[config.mk]
export PLATFORM = sky130hd
export DESIGN_NAME = serv_fetch_buf_flat
export DESIGN_NICKNAME = d
export VERILOG_FILES = /design/src/rtl/serv_fetch_buf_if.sv /design/src/rtl/serv_fetch_buf.sv /design/src/flat_wrapper.sv
export SDC_FILE = /design/constraint.sdc
export NUM_CORES = 1
export LEC_CHECK = 0
export ABC_AREA = 1
export BUFFER_PORTS_ARGS = -buffer_cell sky130_fd_sc_hd__buf_4
export CAP_MARGIN = 20
export CORE_ASPECT_RATIO = 1.1
export CORE_MARGIN = 3
export CORE_UTILIZATION = 56
export CTS_CLUSTER_DIAMETER = 120
export DETAILED_ROUTE_END_ITERATION = 8
export HOLD_SLACK_MARGIN = 0.15
export PLACE_DENSITY = 0.8
export SETUP_SLACK_MARGIN = 0.4
export SYNTH_ARGS = -nofsm -noshare
export SYNTH_HDL_FRONTEND = slang
export SYNTH_SLANG_ARGS = --single-unit
[constraint.sdc]
create_clock -name clk -period 6.7 [get_ports clk]
set_clock_uncertainty 0.05 [all_clocks]
set_input_delay 1.34 -clock clk [delete_from_list [all_inputs] [get_ports clk]]
set_output_delay 1.34 -clock clk [all_outputs]
set_load 0.005 [all_outputs]
[src/rtl/serv_fetch_buf_if.sv]
// Bundle for serv_fetch_buf: core instruction-bus side, decoder taps and Wishbone memory side.
// slave is the fetch buffer's own view; master is the environment (core + memory) view.
interface serv_fetch_buf_if;
  logic [31:0] i_ibus_adr;
  logic        i_ibus_cyc;
  logic [31:0] o_ibus_rdt;
  logic        o_ibus_ack;
  logic [29:0] o_dec_rdt;
  logic        o_dec_en;
  logic [31:0] o_wb_adr;
  logic        o_wb_cyc;
  logic [31:0] i_wb_rdt;
  logic        i_wb_ack;

  modport slave (
    input  i_ibus_adr, i_ibus_cyc, i_wb_rdt, i_wb_ack,
    output o_ibus_rdt, o_ibus_ack, o_dec_rdt, o_dec_en, o_wb_adr, o_wb_cyc
  );

  modport master (
    output i_ibus_adr, i_ibus_cyc, i_wb_rdt, i_wb_ack,
    input  o_ibus_rdt, o_ibus_ack, o_dec_rdt, o_dec_en, o_wb_adr, o_wb_cyc
  );
endinterface

[src/rtl/serv_fetch_buf.sv]
// Instruction-fetch front end: serves core fetches from Wishbone memory and, with PREFETCH,
// speculatively fetches the next sequential word into a one-entry buffer.
module serv_fetch_buf #(
  parameter bit PREFETCH = 1'b1
) (
  input logic           clk,
  input logic           i_rst,
  serv_fetch_buf_if.slave bus
);

  typedef enum logic [2:0] {
    IDLE,
    DEMAND,
    SPEC,
    SPEC_HIT,
    SPEC_MISS
  } state_t;

  state_t      state;
  logic        buf_valid;
  logic [29:0] buf_tag;
  logic [31:0] buf_data;
  logic        spec_pending;
  logic [29:0] next_adr;

  logic        req;
  logic        adr_match;
  logic        buf_hit;
  logic        wb_deliver;
  logic [1:0]  unused_adr_lsb;

  assign unused_adr_lsb = bus.i_ibus_adr[1:0];

  // The acknowledge cycle never starts a new request, even though the core still holds cyc.
  assign req        = bus.i_ibus_cyc & ~bus.o_ibus_ack;
  assign adr_match  = bus.i_ibus_adr[31:2] == bus.o_wb_adr[31:2];
  assign buf_hit    = PREFETCH & buf_valid & (buf_tag == bus.i_ibus_adr[31:2]);
  assign wb_deliver = bus.i_wb_ack & ((state == DEMAND) || (state == SPEC_HIT) ||
                                      ((state == SPEC) && req && adr_match));

  assign bus.o_dec_rdt = bus.o_ibus_rdt[31:2];
  assign bus.o_dec_en  = bus.o_ibus_ack;

  always_ff @(posedge clk or posedge i_rst) begin
    if (i_rst) begin
      state          <= IDLE;
      buf_valid      <= 1'b0;
      buf_tag        <= '0;
      buf_data       <= '0;
      spec_pending   <= 1'b0;
      next_adr       <= '0;
      bus.o_ibus_rdt <= '0;
      bus.o_ibus_ack <= 1'b0;
      bus.o_wb_adr   <= '0;
      bus.o_wb_cyc   <= 1'b0;
    end else begin
      bus.o_ibus_ack <= 1'b0;
      if (wb_deliver) begin
        // Demand completion and matching-prefetch completion share one path.
        bus.o_ibus_rdt <= bus.i_wb_rdt;
        bus.o_ibus_ack <= 1'b1;
        bus.o_wb_cyc   <= 1'b0;
        next_adr       <= bus.o_wb_adr[31:2] + 30'd1;
        spec_pending   <= PREFETCH;
        state          <= IDLE;
      end else begin
        unique case (state)
          IDLE: begin
            if (req) begin
              buf_valid <= 1'b0;
              if (buf_hit) begin
                bus.o_ibus_rdt <= buf_data;
                bus.o_ibus_ack <= 1'b1;
                next_adr       <= buf_tag + 30'd1;
                spec_pending   <= PREFETCH;
              end else begin
                spec_pending <= 1'b0;
                bus.o_wb_adr <= {bus.i_ibus_adr[31:2], 2'b00};
                bus.o_wb_cyc <= 1'b1;
                state        <= DEMAND;
              end
            end else if (spec_pending) begin
              bus.o_wb_adr <= {next_adr, 2'b00};
              bus.o_wb_cyc <= 1'b1;
              spec_pending <= 1'b0;
              state        <= SPEC;
            end
          end
          DEMAND, SPEC_HIT: ;
          SPEC: begin
            if (bus.i_wb_ack) begin
              bus.o_wb_cyc <= 1'b0;
              state        <= IDLE;
              if (!req) begin
                buf_data  <= bus.i_wb_rdt;
                buf_tag   <= bus.o_wb_adr[31:2];
                buf_valid <= PREFETCH;
              end
            end else if (req) begin
              state <= adr_match ? SPEC_HIT : SPEC_MISS;
            end
          end
          // Mismatched prefetch: data dropped, IDLE re-accepts the held request one cycle later.
          SPEC_MISS: begin
            if (bus.i_wb_ack) begin
              bus.o_wb_cyc <= 1'b0;
              state        <= IDLE;
            end
          end
          default: state <= IDLE;
        endcase
      end
    end
  end

endmodule

[src/flat_wrapper.sv]
// flat-port wrapper written by rule: the top's interface ports become plain ports
module serv_fetch_buf_flat 
#(
  parameter bit PREFETCH = 1'b1
)
  (clk, i_rst, bus_i_ibus_adr, bus_i_ibus_cyc, bus_i_wb_rdt, bus_i_wb_ack, bus_o_ibus_rdt, bus_o_ibus_ack, bus_o_dec_rdt, bus_o_dec_en, bus_o_wb_adr, bus_o_wb_cyc);
  serv_fetch_buf_if bus_i ();
  input logic clk;
  input logic i_rst;
  input wire logic [$bits(bus_i.i_ibus_adr)-1:0] bus_i_ibus_adr;
  input wire logic [$bits(bus_i.i_ibus_cyc)-1:0] bus_i_ibus_cyc;
  input wire logic [$bits(bus_i.i_wb_rdt)-1:0] bus_i_wb_rdt;
  input wire logic [$bits(bus_i.i_wb_ack)-1:0] bus_i_wb_ack;
  output wire logic [$bits(bus_i.o_ibus_rdt)-1:0] bus_o_ibus_rdt;
  output wire logic [$bits(bus_i.o_ibus_ack)-1:0] bus_o_ibus_ack;
  output wire logic [$bits(bus_i.o_dec_rdt)-1:0] bus_o_dec_rdt;
  output wire logic [$bits(bus_i.o_dec_en)-1:0] bus_o_dec_en;
  output wire logic [$bits(bus_i.o_wb_adr)-1:0] bus_o_wb_adr;
  output wire logic [$bits(bus_i.o_wb_cyc)-1:0] bus_o_wb_cyc;
  assign bus_i.i_ibus_adr = bus_i_ibus_adr;
  assign bus_i.i_ibus_cyc = bus_i_ibus_cyc;
  assign bus_i.i_wb_rdt = bus_i_wb_rdt;
  assign bus_i.i_wb_ack = bus_i_wb_ack;
  assign bus_o_ibus_rdt = bus_i.o_ibus_rdt;
  assign bus_o_ibus_ack = bus_i.o_ibus_ack;
  assign bus_o_dec_rdt = bus_i.o_dec_rdt;
  assign bus_o_dec_en = bus_i.o_dec_en;
  assign bus_o_wb_adr = bus_i.o_wb_adr;
  assign bus_o_wb_cyc = bus_i.o_wb_cyc;
  serv_fetch_buf #(.PREFETCH(PREFETCH)) u_core (.clk(clk), .i_rst(i_rst), .bus(bus_i));
endmodule
==> summary.md <==
| Metric | Value |
|---|---|
| DP Worst Slack | between 1500 and 2000 ps |
| Setup TNS | 0 ps |
| CTS Sinks | between 150 and 200 |
| Setup violators final | 0 |
| Share of cells above drive strength 1 | 0.207 |
| Clock power frac | 0.227 |
| Seq pwr share | 0.376 |
| Worst Reg-to-Reg Cells | 21 |
| R2r setup slk | 2930 ps |
| Final Hold Vio Count | 0 |
| Hold Path End | u_core.next_adr[1] |
| Clock tree from TritonCTS | yes |
| Fin crit period | 4320 ps |
| #FFs+latches synth | around 160 |
| Cell Pwr Density | ~440 nW/um2 |
| Reg clk slew, reported paths | about 60 ps |
| Synth unique cells | ~40 |
| Worst Path Required | 6970 ps |
| Total CTS buffers | 17 |
| Final WL | around 23000 um |
| Initial antenna violation count | 0 |
| Post-CTS sizing | 0 |
| Placement Rows | 47 |
| Fill cell count | roughly 1300 |
| Setup WS post-layout | 2380 ps |
| Part of the cycle the worst path needs | 0.645 |
| Status | finished, final reports clean |
| Setup Crit Path Kind | input pin to flop |
| Crit Path Max Fanout | 42 |
| Routed Antenna Nets | 0 |
| Synth warn | 0 |
| Setup Buffers After CTS | 0 |
| FFs w/ async S/R, synth | 1.00 |
| Global-route wire length before repair | 37800 um |
| M2 GR Usage | 0.441 |
| Nets | around 1400 |
| Clock Root Buffer | clkbuf_16 |
| Max IR drop VDD | about 260 uV |
| Gpl congestion | between 0.8 and 0.9 |
| GRT Util Overall | 0.261 |
| Area Overhead vs Synth | 18.8% |
| CTS max path bufs | 2 |
| Seq/Total Area, Yosys | 0.449 |
| RSZ-0062 raised after global routing | false |
| Pleak | 5.31 nW |
| Total number of vias | 8064 |
| Hold_buf cts | 0 |
| Overflow after GRT | 0 |
| Headroom to the max-slew limit | 0.468 |
| WP data arrival | around 4600 ps |
| Worst Hold Class | flop to flop |
| Post-DR vias/cell | about 5.4 |
| CP endpoint kind | flop |
| Met1 usage | 0.340 |
| Reg2Reg Capture Point | u_core.next_adr[26] |
| Max-cap violation count | 0 |
| Per-cell routed wire length | approximately 15 um |
| Hold-critical path depth | 2 |
| Max frequency | between 200 and 250 MHz |
| Reg2reg start | u_core.bus.o_wb_adr[18] |
| Ant. Diodes | 0 |
| Top Ports | roughly 170 |
| Vias in the first global route | a little under 8000 |
| Die Ht | roughly 140 um |
| Internal Power | roughly 0.0029 W |
| Met3 GRT Util | 0.0439 |
| Core Area | 15300 um2 |
| Die ar. | around 18000 um2 |
| H-tree depth | 4 |
| Die Wd | about 130 um |
| Combinational power share | 0.397 |
| Pin count of the biggest net entering global routing | 64 |
| Setup crit start kind | input pin |
| DRT Pass-1 Iters | 5 |
| Avg Inst Size Synth | approximately 7.6 um2 |
| Port Buf Inserts | between 150 and 200 |
| DR DRC count | 0 |
| DR iter-0 viols | 800 |
| Post-synth EDFFs | 0 |
| Hpwl dp | between 15000 and 20000 um |
| Worst slew pin tran | approximately 800 ps |
| Clock latency on the worst-skew pair | roughly 430 ps |
| Sw power | 0.00181 W |
| Most Used Layer, Global Route | met2 |
| Switching part of the total | 0.387 |
| Max-slew violations | 0 |
| Main flop type after synthesis | dfrtp_1 |
| Mapped cell area | between 8000 and 9000 um2 |
| Beginning of the worst hold path | u_core.next_adr[1] |
| Starting Density | 0.584 |
| Synthesized netlist cell count | approximately 1200 |
[logic make-up (layout without fill, tap and decap cells)]
family / count (synthesis) / after routing / synth area share
AOI/OAI and AO/OA: 187 / 187 / 0.124
adders and majority gates: 1 / 1 / 0.00140
muxes: 7 / 7 / 0.00879
and+or+nand+nor: 580 / 580 / 0.274
xor gates and xnor gates: 35 / 35 / 0.0342
other: 1 / 2 / 0.000418
buffers and inverters: 209 / 327 / 0.107
DFF: 161 / 161 / 0.449
[worst max-delay path, cell delays in order]
cell and delay (ps):
buf_4 110, xnor2_1 150, nand2_1 80, nor2_1 180, nand2_1 110, nor2_2 170, nand3_2 120, nand2_4 340
nand2_4 430, nand2_1 180, o21ai_2 100, inv_1 110, ha_1 170, nand2_1 120, nor2_2 220, nand2_2 170
nor2_2 200, nand2_1 70, nand2_1 50, nand2_1 50, nand2_1 50, nand2_1 50
[cells in the final DEF, fill, tap and decap left out, types with 8 or more instances in the layout]
cell	count
xor2_1	16
nand2_2	13
buf_4	169
xnor2_1	19
nand3_1	54
or2_2	10
o21ai_0	69
inv_1	116
nand2_1	359
clkbuf_16	17
dfrtp_1	161
inv_2	8
o221ai_1	8
a21oi_1	42
o31ai_1	13
nor2_2	17
o211ai_1	43
nor2_1	97
[registers in the layout, indices dropped and copies added (netlist names), 3 cells and up]
signal and flops:
u_core.buf_data 32, u_core.bus.o_ibus_rdt 32, u_core.buf_tag 30, u_core.bus.o_wb_adr 30, u_core.next_adr 30, u_core.state 3
[power groups by stage]
stage	Clock [W]	Sequential, W	Combinational [W]
2_1_floorplan	0	0.00170	0.00127
3_3_place_gp	0	0.00175	0.00180
3_5_place_dp	0	0.00176	0.00186
4_1_cts	0.00107	0.00175	0.00187
5_1_grt	0.00112	0.00182	0.00210
6_report	0.00106	0.00176	0.00186
[per-stage QoR]
stage / cells / hold WS [ps] / instance area, um2 / utilization / total power, W
2_1_floorplan: 1182 / 392 / 8970 / - / 0.00297
3_3_place_gp: 1464 / 413 / 10000 / 0.652 / 0.00355
3_5_place_dp: 1464 / 409 / 10000 / 0.652 / 0.00362
4_1_cts: 1496 / 426 / 10700 / 0.694 / 0.00469
5_1_grt: 1496 / 443 / 10700 / 0.694 / 0.00504
6_report: 1496 / 427 / 10700 / 0.694 / 0.00468
[Yosys cell counts, drive strengths merged (16+ instances only)]
library cell	count	area, um2
o211ai	43	323
inv	125	469
clkbuf	32	120
buf	51	370
xnor2	19	166
a21oi	42	210
nand3	57	300
xor2	16	140
o21ai	77	389
nor2	119	519
nand2	375	1460
dfrtp	161	4030
[layer usage]
| metal | vias up | part of all wire |
|---|---|---|
| met2 | 295 | 0.49 |
| met1 | 3774 | 0.42 |
| met4 | 0 | 0.024 |
| met5 | - | 0 |
| met3 | 48 | 0.064 |
| li1 | 3947 | - |
[layout make-up]
type                    count  area [um2]  area share
clock buffers              18         439      0.0412
well taps                 196         245      0.0230
multi-input cells         812        3990       0.375
inverters                 126         478      0.0449
repair buffers            169        1270       0.119
clock inverters            14         203      0.0190
flip-flops and latches    161        4030       0.378
[how the worst max path moves through the flow]
stage                       start                  end  slack, ps  depth (start not counted)
6_report       bus_i_ibus_adr[18]  u_core.next_adr[26]       2380                         22
2_1_floorplan               i_rst   u_core.buf_data[0]        960                          1
4_1_cts        bus_i_ibus_adr[18]  u_core.next_adr[26]       2410                         22
3_5_place_dp   bus_i_ibus_adr[18]  u_core.next_adr[26]       1980                         22
3_3_place_gp   bus_i_ibus_adr[18]  u_core.next_adr[26]       2050                         22
5_1_grt        bus_i_ibus_adr[18]  u_core.next_adr[26]       2060                         22
Power figures use the tool's default switching activity.
